**config.mk**
```make
export PLATFORM = sky130hd
export DESIGN_NAME = fib_gen_flat
export DESIGN_NICKNAME = d
export VERILOG_FILES = /design/src/rtl/fib_pkg.sv /design/src/rtl/fib_gen_if.sv /design/src/rtl/fib_add.sv /design/src/rtl/fib_gen.sv /design/src/flat_wrapper.sv
export SDC_FILE = /design/constraint.sdc
export NUM_CORES = 1
export LEC_CHECK = 0
export CORE_AREA = 2 2 115 117
export CTS_CLUSTER_DIAMETER = 120
export DETAILED_ROUTE_END_ITERATION = 8
export DIE_AREA = 0 0 117 119
export PLACE_DENSITY = 0.65
export SLEW_MARGIN = 15
export SYNTH_ARGS = -nofsm -noshare
export SYNTH_HDL_FRONTEND = slang
export SYNTH_SLANG_ARGS = --single-unit
```
**constraint.sdc**
```tcl
create_clock -name clk -period 2.8 [get_ports clk]
set_clock_uncertainty 0.15 [all_clocks]
set_input_delay 0.56 -clock clk [delete_from_list [all_inputs] [get_ports clk]]
set_output_delay 0.56 -clock clk [all_outputs]
set_load 0.1 [all_outputs]
```
**src/rtl/fib_pkg.sv**
```systemverilog
// Shared defaults, FSM state type and constants for the Fibonacci register-file filler.
// Optional saturation mode is selected with the FIB_SAT_EN macro.
package fib_pkg;

  localparam int unsigned DEF_DATA_W = 32;
  localparam int unsigned DEF_ADDR_W = 6;

  // Entries 0 and 1 hold the seeds; generation starts at entry 2.
  localparam int unsigned FIRST_ADDR = 2;

  typedef enum logic [1:0] {
    ST_IDLE = 2'd0,
    ST_RUN  = 2'd1,
    ST_DONE = 2'd2
  } state_t;

endpackage

```
**src/rtl/fib_gen_if.sv**
```systemverilog
// Register-file write port: address, data and enable.
// The generator drives the master side and the register file consumes the slave side.
interface fib_gen_if
  import fib_pkg::*;
#(
  parameter int unsigned DATA_W = DEF_DATA_W,
  parameter int unsigned ADDR_W = DEF_ADDR_W
);

  logic [ADDR_W-1:0] wAddr;
  logic [DATA_W-1:0] wDin;
  logic              wEna;

  modport master (output wAddr, output wDin, output wEna);
  modport slave  (input  wAddr, input  wDin, input  wEna);

endinterface

```
**src/rtl/fib_add.sv**
```systemverilog
// Combinational term adder producing the sum and its carry-out.
// With FIB_SAT_EN defined it also provides the value clamped to all-ones on carry.
module fib_add
  import fib_pkg::*;
#(
  parameter int unsigned DATA_W = DEF_DATA_W
) (
  input  logic [DATA_W-1:0] a,
  input  logic [DATA_W-1:0] b,
  output logic [DATA_W-1:0] sum,
`ifdef FIB_SAT_EN
  output logic [DATA_W-1:0] sat,
`endif
  output logic              carry
);

  logic [DATA_W:0] full;

  always_comb begin
    full  = {1'b0, a} + {1'b0, b};
    sum   = full[DATA_W-1:0];
    carry = full[DATA_W];
  end

`ifdef FIB_SAT_EN
  always_comb begin
    sat = carry ? '1 : full[DATA_W-1:0];
  end
`endif

endmodule

```
**src/rtl/fib_gen.sv**
```systemverilog
// Fibonacci-style sequence generator that fills register-file entries 2..2^ADDR_W-1.
// Define FIB_SAT_EN to clamp terms to all-ones on overflow instead of wrapping.
module fib_gen
  import fib_pkg::*;
#(
  parameter int unsigned       DATA_W = DEF_DATA_W,
  parameter int unsigned       ADDR_W = DEF_ADDR_W,
  parameter logic [DATA_W-1:0] SEED0  = 32'h2,
  parameter logic [DATA_W-1:0] SEED1  = 32'h2
) (
  input  logic       clk,
  input  logic       rst_n,
  input  logic       start,
  input  logic       stall,
  fib_gen_if.master  wr,
  output logic       busy,
  output logic       done,
  output logic       ovf
);

  state_t            state;
  logic [DATA_W-1:0] a;
  logic [DATA_W-1:0] b;
  logic [ADDR_W-1:0] addr;

  logic [ADDR_W-1:0] w_addr;
  logic [DATA_W-1:0] w_din;
  logic              w_ena;

  logic [DATA_W-1:0] sum;
  logic              carry;
  logic [DATA_W-1:0] term;

`ifdef FIB_SAT_EN
  logic [DATA_W-1:0] sat;

  fib_add #(.DATA_W(DATA_W)) u_add (
    .a     (a),
    .b     (b),
    .sum   (sum),
    .sat   (sat),
    .carry (carry)
  );

  // The clamped value is both written out and fed back, so later terms stay all-ones.
  always_comb begin
    term = carry ? sat : sum;
  end
`else
  fib_add #(.DATA_W(DATA_W)) u_add (
    .a     (a),
    .b     (b),
    .sum   (sum),
    .carry (carry)
  );

  always_comb begin
    term = sum;
  end
`endif

  localparam logic [ADDR_W-1:0] START_ADDR = ADDR_W'(FIRST_ADDR);
  localparam logic [ADDR_W-1:0] LAST_ADDR  = '1;

  always_ff @(posedge clk or negedge rst_n) begin
    if (!rst_n) begin
      state  <= ST_IDLE;
      a      <= '0;
      b      <= '0;
      addr   <= '0;
      w_addr <= '0;
      w_din  <= '0;
      w_ena  <= 1'b0;
      done   <= 1'b0;
      ovf    <= 1'b0;
    end else begin
      done <= 1'b0;
      case (state)
        ST_IDLE: begin
          w_ena <= 1'b0;
          if (start) begin
            a     <= SEED0;
            b     <= SEED1;
            addr  <= START_ADDR;
            ovf   <= 1'b0;
            state <= ST_RUN;
          end
        end
        ST_RUN: begin
          if (stall) begin
            w_ena <= 1'b0;
          end else begin
            w_ena  <= 1'b1;
            w_addr <= addr;
            w_din  <= term;
            a      <= b;
            b      <= term;
            addr   <= addr + 1'b1;
            if (carry) begin
              ovf <= 1'b1;
            end
            if (addr == LAST_ADDR) begin
              state <= ST_DONE;
            end
          end
        end
        ST_DONE: begin
          w_ena <= 1'b0;
          done  <= 1'b1;
          state <= ST_IDLE;
        end
        default: begin
          w_ena <= 1'b0;
          state <= ST_IDLE;
        end
      endcase
    end
  end

  assign wr.wAddr = w_addr;
  assign wr.wDin  = w_din;
  assign wr.wEna  = w_ena;
  assign busy     = (state != ST_IDLE);

endmodule

```
**src/flat_wrapper.sv**
```systemverilog
// flat-port wrapper written by rule: the top's interface ports become plain ports
module fib_gen_flat import fib_pkg::*;
#(
  parameter int unsigned       DATA_W = DEF_DATA_W,
  parameter int unsigned       ADDR_W = DEF_ADDR_W,
  parameter logic [DATA_W-1:0] SEED0  = 32'h2,
  parameter logic [DATA_W-1:0] SEED1  = 32'h2
)
  (clk, rst_n, start, stall, busy, done, ovf, wr_wAddr, wr_wDin, wr_wEna);
  fib_gen_if #(.DATA_W(DATA_W), .ADDR_W(ADDR_W)) wr_i ();
  input  logic clk;
  input  logic rst_n;
  input  logic start;
  input  logic stall;
  output logic busy;
  output logic done;
  output logic ovf;
  output wire logic [$bits(wr_i.wAddr)-1:0] wr_wAddr;
  output wire logic [$bits(wr_i.wDin)-1:0] wr_wDin;
  output wire logic [$bits(wr_i.wEna)-1:0] wr_wEna;
  assign wr_wAddr = wr_i.wAddr;
  assign wr_wDin = wr_i.wDin;
  assign wr_wEna = wr_i.wEna;
  fib_gen #(.DATA_W(DATA_W), .ADDR_W(ADDR_W), .SEED0(SEED0), .SEED1(SEED1)) u_core (.clk(clk), .rst_n(rst_n), .start(start), .stall(stall), .wr(wr_i), .busy(busy), .done(done), .ovf(ovf));
endmodule
```
### After elaboration in Yosys (flattened, before gate mapping)

Cells that the tools add are included.

| storage, ports and cells | value |
|---|---|
| register bits after elaboration | 113 |
| input bits | 4 |
| output and inout port bits | 42 |
| logic and storage cells | 45 |

| cells by class | value |
|---|---|
| add/sub/neg operators | 2 |
| eq/ne operators | 7 |
| muxes and demuxes | 19 |
| bitwise operators | 1 |
| reductions and logical operators | 7 |

Operators by type and width:

| cell | count |
|---|---|
| $pmux W32 S2 | 2 |
| $mux W32 | 3 |
| $add A32 B32 Y33 | 1 |
| $mux W6 | 2 |
| $pmux W6 S2 | 1 |
| $add A6 B1 Y6 const B | 1 |
| $eq A6 B6 Y1 const B | 1 |
| $mux W1 | 6 |
| $mux W2 | 3 |
| $ne A2 B2 Y1 const B | 3 |
| $reduce_and A3 Y1 | 2 |
| $pmux W2 S2 | 1 |
| $reduce_and A4 Y1 | 1 |
| $reduce_bool A2 Y1 | 2 |
| $eq A2 B1 Y1 const B | 1 |
| $eq A2 B2 Y1 const B | 1 |
| $logic_not A2 Y1 | 1 |
| $ne A2 B1 Y1 const B | 1 |
| $pmux W1 S2 | 1 |
| $reduce_and A2 Y1 | 1 |
| $not A1 Y1 | 1 |

### Logic depth before layout (Yosys ltp)

| depth | value |
|---|---|
| word-level depth | 4 |
| depth in mapped cells | 10 |
| gate-level depth less buffers | 10 |

### Hierarchy

A second synthesis with hierarchy kept.

| unflattened totals | value |
|---|---|
| cell total of the unflattened synthesis | 652 |
| area, all modules | 6,043.3 µm² |

Modules (own cells, without submodules):

| module | times used | cells each | area an instance (µm²) | sequential area each (µm²) |
|---|---|---|---|---|
| fib_gen | 1 | 378 | 4,141.5 | 2,827.7 |
| fib_add | 1 | 274 | 1,901.8 | 0.0 |

### Worst setup path after synthesis

OpenSTA, ideal clock, no wires.

| path | value |
|---|---|
| path type | register -> register |
| start | register u_core.b[0] |
| end | register u_core.b[28] |
| setup time | 0.134 ns |
| data arrival time | 2.296 ns |
| data required time | 2.516 ns |
| setup slack | 0.219 ns |
| cell stages (with the launch flop) | 11 |
| buffers on the path | 0 |
| clock period less this slack | 2.581 ns |
| cells stage by stage | dfrtp_1 > ha_1 > inv_1 > fa_1 > nor2b_1 > o2111ai_2 > a2111oi_2 > nor4_2 > a31oi_2 > mux2i_1 > nand4_1 |

| between the ends | value |
|---|---|
| word-level cells in the longest chain between the ends | 3 |

Ends and longest elaborated chain:

| element | RTL line | text |
|---|---|---|
| from (decl) | fib_gen.sv:23 | `logic [DATA_W-1:0] b;` |
| from (signal assigned) | fib_gen.sv:97 | `b <= term;` |
| $add A32 B32 Y33 | fib_add.sv:20 | `full = {1'b0, a} + {1'b0, b};` |
| $mux W32 | fib_gen.sv:90 | `if (stall) begin` |
| $pmux W32 S2 | fib_gen.sv:78 | `case (state)` |

No other way between the ends. The select of a mux whose other input is x is not followed.
A chain may end at the register's enable or synchronous reset.

### Worst setup path after layout

| path | value |
|---|---|
| start | register u_core.b[0] |
| end | register u_core.w_din[28] (netlist: u_core.wr.wDin[28]) |

| between the ends | value |
|---|---|
| word-level cells in the longest chain between the ends | 1 |

Ends and longest elaborated chain:

| element | RTL line | text |
|---|---|---|
| $add A32 B32 Y33 | fib_add.sv:20 |  |
| to (signal assigned) | fib_gen.sv:95 | `w_din <= term;` |
| to (decl) | fib_gen.sv:27 | `logic [DATA_W-1:0] w_din;` |

No other way between the ends.

==> flow_summary.toml <==
[routing]
drt-initial-drc-count = 341
routed-via-count = 5088
detail_route.drc_violations = 0
top_signal_layer_used = "met4"
routedWlPerCell_um = 15.51
wl_met1_um = 6786
viasPerCell = 5.561
met2RoutedLength_um = 6599
detailed_routing_iterations_pass_1 = 5
drt_wl_total_um = 14190
final_antenna_net_count = 0
wl_met3_um = 594

[critical_path]
cp_data_arrival_time_ns = 2.85
crit_path_end_kind = "flip-flop"
cp_data_required_time_ns = 2.95
critPathLaunchType = "flip-flop"
slowest_stage = "sky130_fd_sc_hd__fa_2"
reg2reg_setup_slack_ns = 0.1
startpoint = "u_core.b[0]"
worstRegToRegCells = 10
worst_setup_path_endpoint = "u_core.wr.wDin[28]"
critical_path_peak_fanout = 3
worstReg2RegStart = "u_core.b[0]"
crit-reg2reg-capture = "u_core.wr.wDin[28]"
critical_path.cell_chain = "ha_4 -> inv_2 -> fa_2 -> nor2b_4 -> o2111ai_4 -> a2111oi_4 -> nor4_4 -> a31oi_2 -> mux2i_1 -> nand4_1"
critical_path_class = "reg2reg"
worst_path_largest_cell_delay_ns = 0.41

[logic_synthesis]
postSynthRegisterBits = 113
post_synth_fa_ha_maj_area_fraction_pct = 7.014
synthSimpleGateAreaFrac_pct = 22.58
yosys-mux-area-fraction_pct = 2.635
compound_gate_fraction_of_synth_area_pct = 14.80
synth-main-ff-cell = "sky130_fd_sc_hd__dfrtp_1"
synth-edff-count = 0
synthesis.area_um2 = 6172
avgSynthCellArea_um2 = 9.050
synth_top_family_by_area = "simple AND/OR/NAND/NOR gates"
yosys.area_share.xor_xnor_pct = 3.689
synth_top_cell_area_share_pct = 45.81
synth_async_sr_flop_share_pct = 100.0
yosys.cell_types.count = 62
ys_seq_area_share_pct = 45.81
ys.warnings.count = 0
synth_fp_nets = 720
synthTopCellsByArea = "sky130_fd_sc_hd__dfrtp_1 46%, sky130_fd_sc_hd__nand2_1 11%, sky130_fd_sc_hd__ha_1 6.7%"
syn_inst = 682
cell_taking_the_most_area_after_synthesis = "sky130_fd_sc_hd__dfrtp_1"

[clock_tree]
cts.reportedPaths.clkPinSlew_ns = 0.05
clock_sinks = 113
cts_tree = "done"
worstSkewPairLatency_ns = 0.42
h-tree-depth = 4
clock-root-buffer = "sky130_fd_sc_hd__clkbuf_16"
cts.path.max_buffers = 2
numCtsBuffers = 17

[timing]
hold_violations = 0
finalWorstPathRequiredPeriod_ns = 2.702
final.setup.worst_slack_ns = 0.09842
timing.fmax_mhz = 370.2
max_slew.worst_pin.slew_ns = 0.7105
rsz0062_at_grt = "true"
max-slew-margin-rel_pct = 52.64
period_share_pct = 96.49
totalNegativeSetupSlack_ns = 0
hold_ws_ns = 0.3216
finalMaxSlewViolations = 0
timing.final.setup_violations = 0

[placed_design]
preCtsSetupSlack_ns = -0.02319
place_hpwl_um = 9524
placed_cell_area_um2 = 6723
io_buffers = 45
gp_congestion = 0.9001
post_placement_cell_count = 878

[final_layout]
multi_input_comb_area_um2 = 3212
nFillCells = 1131
final_cells = 915
commonest_non_fill_non_tap_cell_in_the_layout = "sky130_fd_sc_hd__nand2_1"
areaGrowthSynthToFinish_pct = 20.56
mostFrequentLayoutCells = "186 x sky130_fd_sc_hd__nand2_1, 113 x sky130_fd_sc_hd__dfrtp_1, 61 x sky130_fd_sc_hd__buf_4, 42 x sky130_fd_sc_hd__nand3_1, 33 x sky130_fd_sc_hd__a21oi_1"
final_core_utilization_pct = 57.79
regArea_um2 = 2828
antenna_cells = 0
finish.instance_area_um2 = 7441
drive_gt1_share_pct = 17.73
fin_nets = 765

[floorplanning]
die-height_um = 119
initial_core_utilization_pct = 47.94
die_area_um2 = 13920
placeableCoreArea_um2 = 12870
fp.dieW_um = 117
ios = 46
floorplan.rows = 42

[global_routing]
grt.total_usage_pct = 22.09
grt_max_degree = 66
globalRoute.totalOverflow = 0
grt_pass1_wl_um = 24130
vias_in_the_first_global_route = 4960
initial_antenna_violation_count = 0

[power]
power.static_leakage_nw = 3.792
vdd_ir_drop_max_mv = 0.8115
power_density_nw_per_um2 = 942.1
post_route_total_power_mw = 7.010

[status]
run_status = "completed"

[job]
drv_cap = 0

[min_path]
min-delay-path-class = "reg2reg"
## flip-flops by register name (all words and copies together), names as in the netlist
name / flops
u_core.a: 32
u_core.b: 32
u_core.wr.wDin: 32
u_core.addr: 6
u_core.wr.wAddr: 6
u_core.state: 2
u_core.done: 1
u_core.ovf: 1
u_core.wr.wEna: 1
## per-layer routing
metal,track usage (%),up-vias
met4,7.941,0
met2,33.45,118
met1,30.94,2484
li1,-,2469
met3,5.191,17
met5,0,-
## worst min path at each step
stage	endpoint	slack, ns	startpoint	depth (start not counted)
after floorplan	u_core.a[0]	0.11	rst_n	0
after global placement	u_core.a[15]	0.30	u_core.a[15]	2
after detailed placement	u_core.a[16]	0.31	u_core.a[16]	2
after CTS	u_core.a[16]	0.32	u_core.a[16]	2
after global routing	u_core.a[13]	0.35	u_core.a[13]	2
final	u_core.a[7]	0.32	u_core.a[7]	2
## critical path: cells and delay by family (launching register included)
kind | cells | cell delay [ns]
AO/OA/AOI/OAI | 3 | 0.79
buffers and inverters | 1 | 0.04
flip-flops | 1 | 0.39
multiplexers | 1 | 0.27
adder cells (fa/ha/maj) | 2 | 0.57
AND/OR/NAND/NOR | 3 | 0.37
## power breakdown
part / leakage [nW] / total, mW / internal, mW / switching [mW]
sequential: 1.51 / 2.14 / 1.94 / 0.206
combinational: 2.00 / 2.72 / 0.829 / 1.89
clock: 0.286 / 2.15 / 1.41 / 0.734
## kinds of logic (layout without fill, tap and decap cells)
logic type,Yosys count,count (layout)
AOI/OAI and AO/OA,133,133
xor gates and xnor gates,26,26
adders and majority gates,34,34
buffers and inverters,50,107
DFF,113,113
muxes,15,15
and+or+nand+nor,311,311
## cells in the mapped netlist, types with 3 or more instances
| library cell | number |
|---|---|
| sky130_fd_sc_hd__nand2_1 | 186 |
| sky130_fd_sc_hd__dfrtp_1 | 113 |
| sky130_fd_sc_hd__nand3_1 | 42 |
| sky130_fd_sc_hd__a21oi_1 | 35 |
| sky130_fd_sc_hd__ha_1 | 33 |
| sky130_fd_sc_hd__nor2_1 | 23 |
| sky130_fd_sc_hd__clkbuf_1 | 22 |
| sky130_fd_sc_hd__o21ai_0 | 22 |
| sky130_fd_sc_hd__nand4_1 | 16 |
| sky130_fd_sc_hd__a21o_1 | 13 |
| sky130_fd_sc_hd__xnor2_1 | 13 |
| sky130_fd_sc_hd__xor2_1 | 13 |
| sky130_fd_sc_hd__buf_2 | 12 |
| sky130_fd_sc_hd__a22o_1 | 10 |
| sky130_fd_sc_hd__mux2_2 | 10 |
| sky130_fd_sc_hd__inv_1 | 9 |
| sky130_fd_sc_hd__nor2b_1 | 8 |
| sky130_fd_sc_hd__o21ai_1 | 8 |
| sky130_fd_sc_hd__and3_1 | 7 |
| sky130_fd_sc_hd__o21a_1 | 6 |
| sky130_fd_sc_hd__mux2i_1 | 5 |
| sky130_fd_sc_hd__nand2b_1 | 5 |
| sky130_fd_sc_hd__nor3_1 | 5 |
| sky130_fd_sc_hd__a31oi_1 | 4 |
| sky130_fd_sc_hd__buf_1 | 4 |
| sky130_fd_sc_hd__o211ai_1 | 4 |
| sky130_fd_sc_hd__o21bai_1 | 4 |
| sky130_fd_sc_hd__a21oi_2 | 3 |
| sky130_fd_sc_hd__buf_4 | 3 |
| sky130_fd_sc_hd__nor3b_1 | 3 |
| sky130_fd_sc_hd__or3_1 | 3 |
## area by class of cell
cell class / instances / area share (%)
repair buffers: 67 / 7.365
inverters: 9 / 0.4540
flip-flops and latches: 113 / 38.00
multi-input cells: 519 / 43.16
clock inverters: 9 / 1.412
well taps: 176 / 2.959
clock buffers: 22 / 6.642
## what timing repair did
item	4_1_cts	5_1_grt
endpoints found under the hold margin	34	0
pin swaps	4	10
buffers inserted	1	4
endpoints found under the setup margin	4	16
gates resized for setup	1	15
hold buffers	1	0
Power figures use the tool's default switching activity.
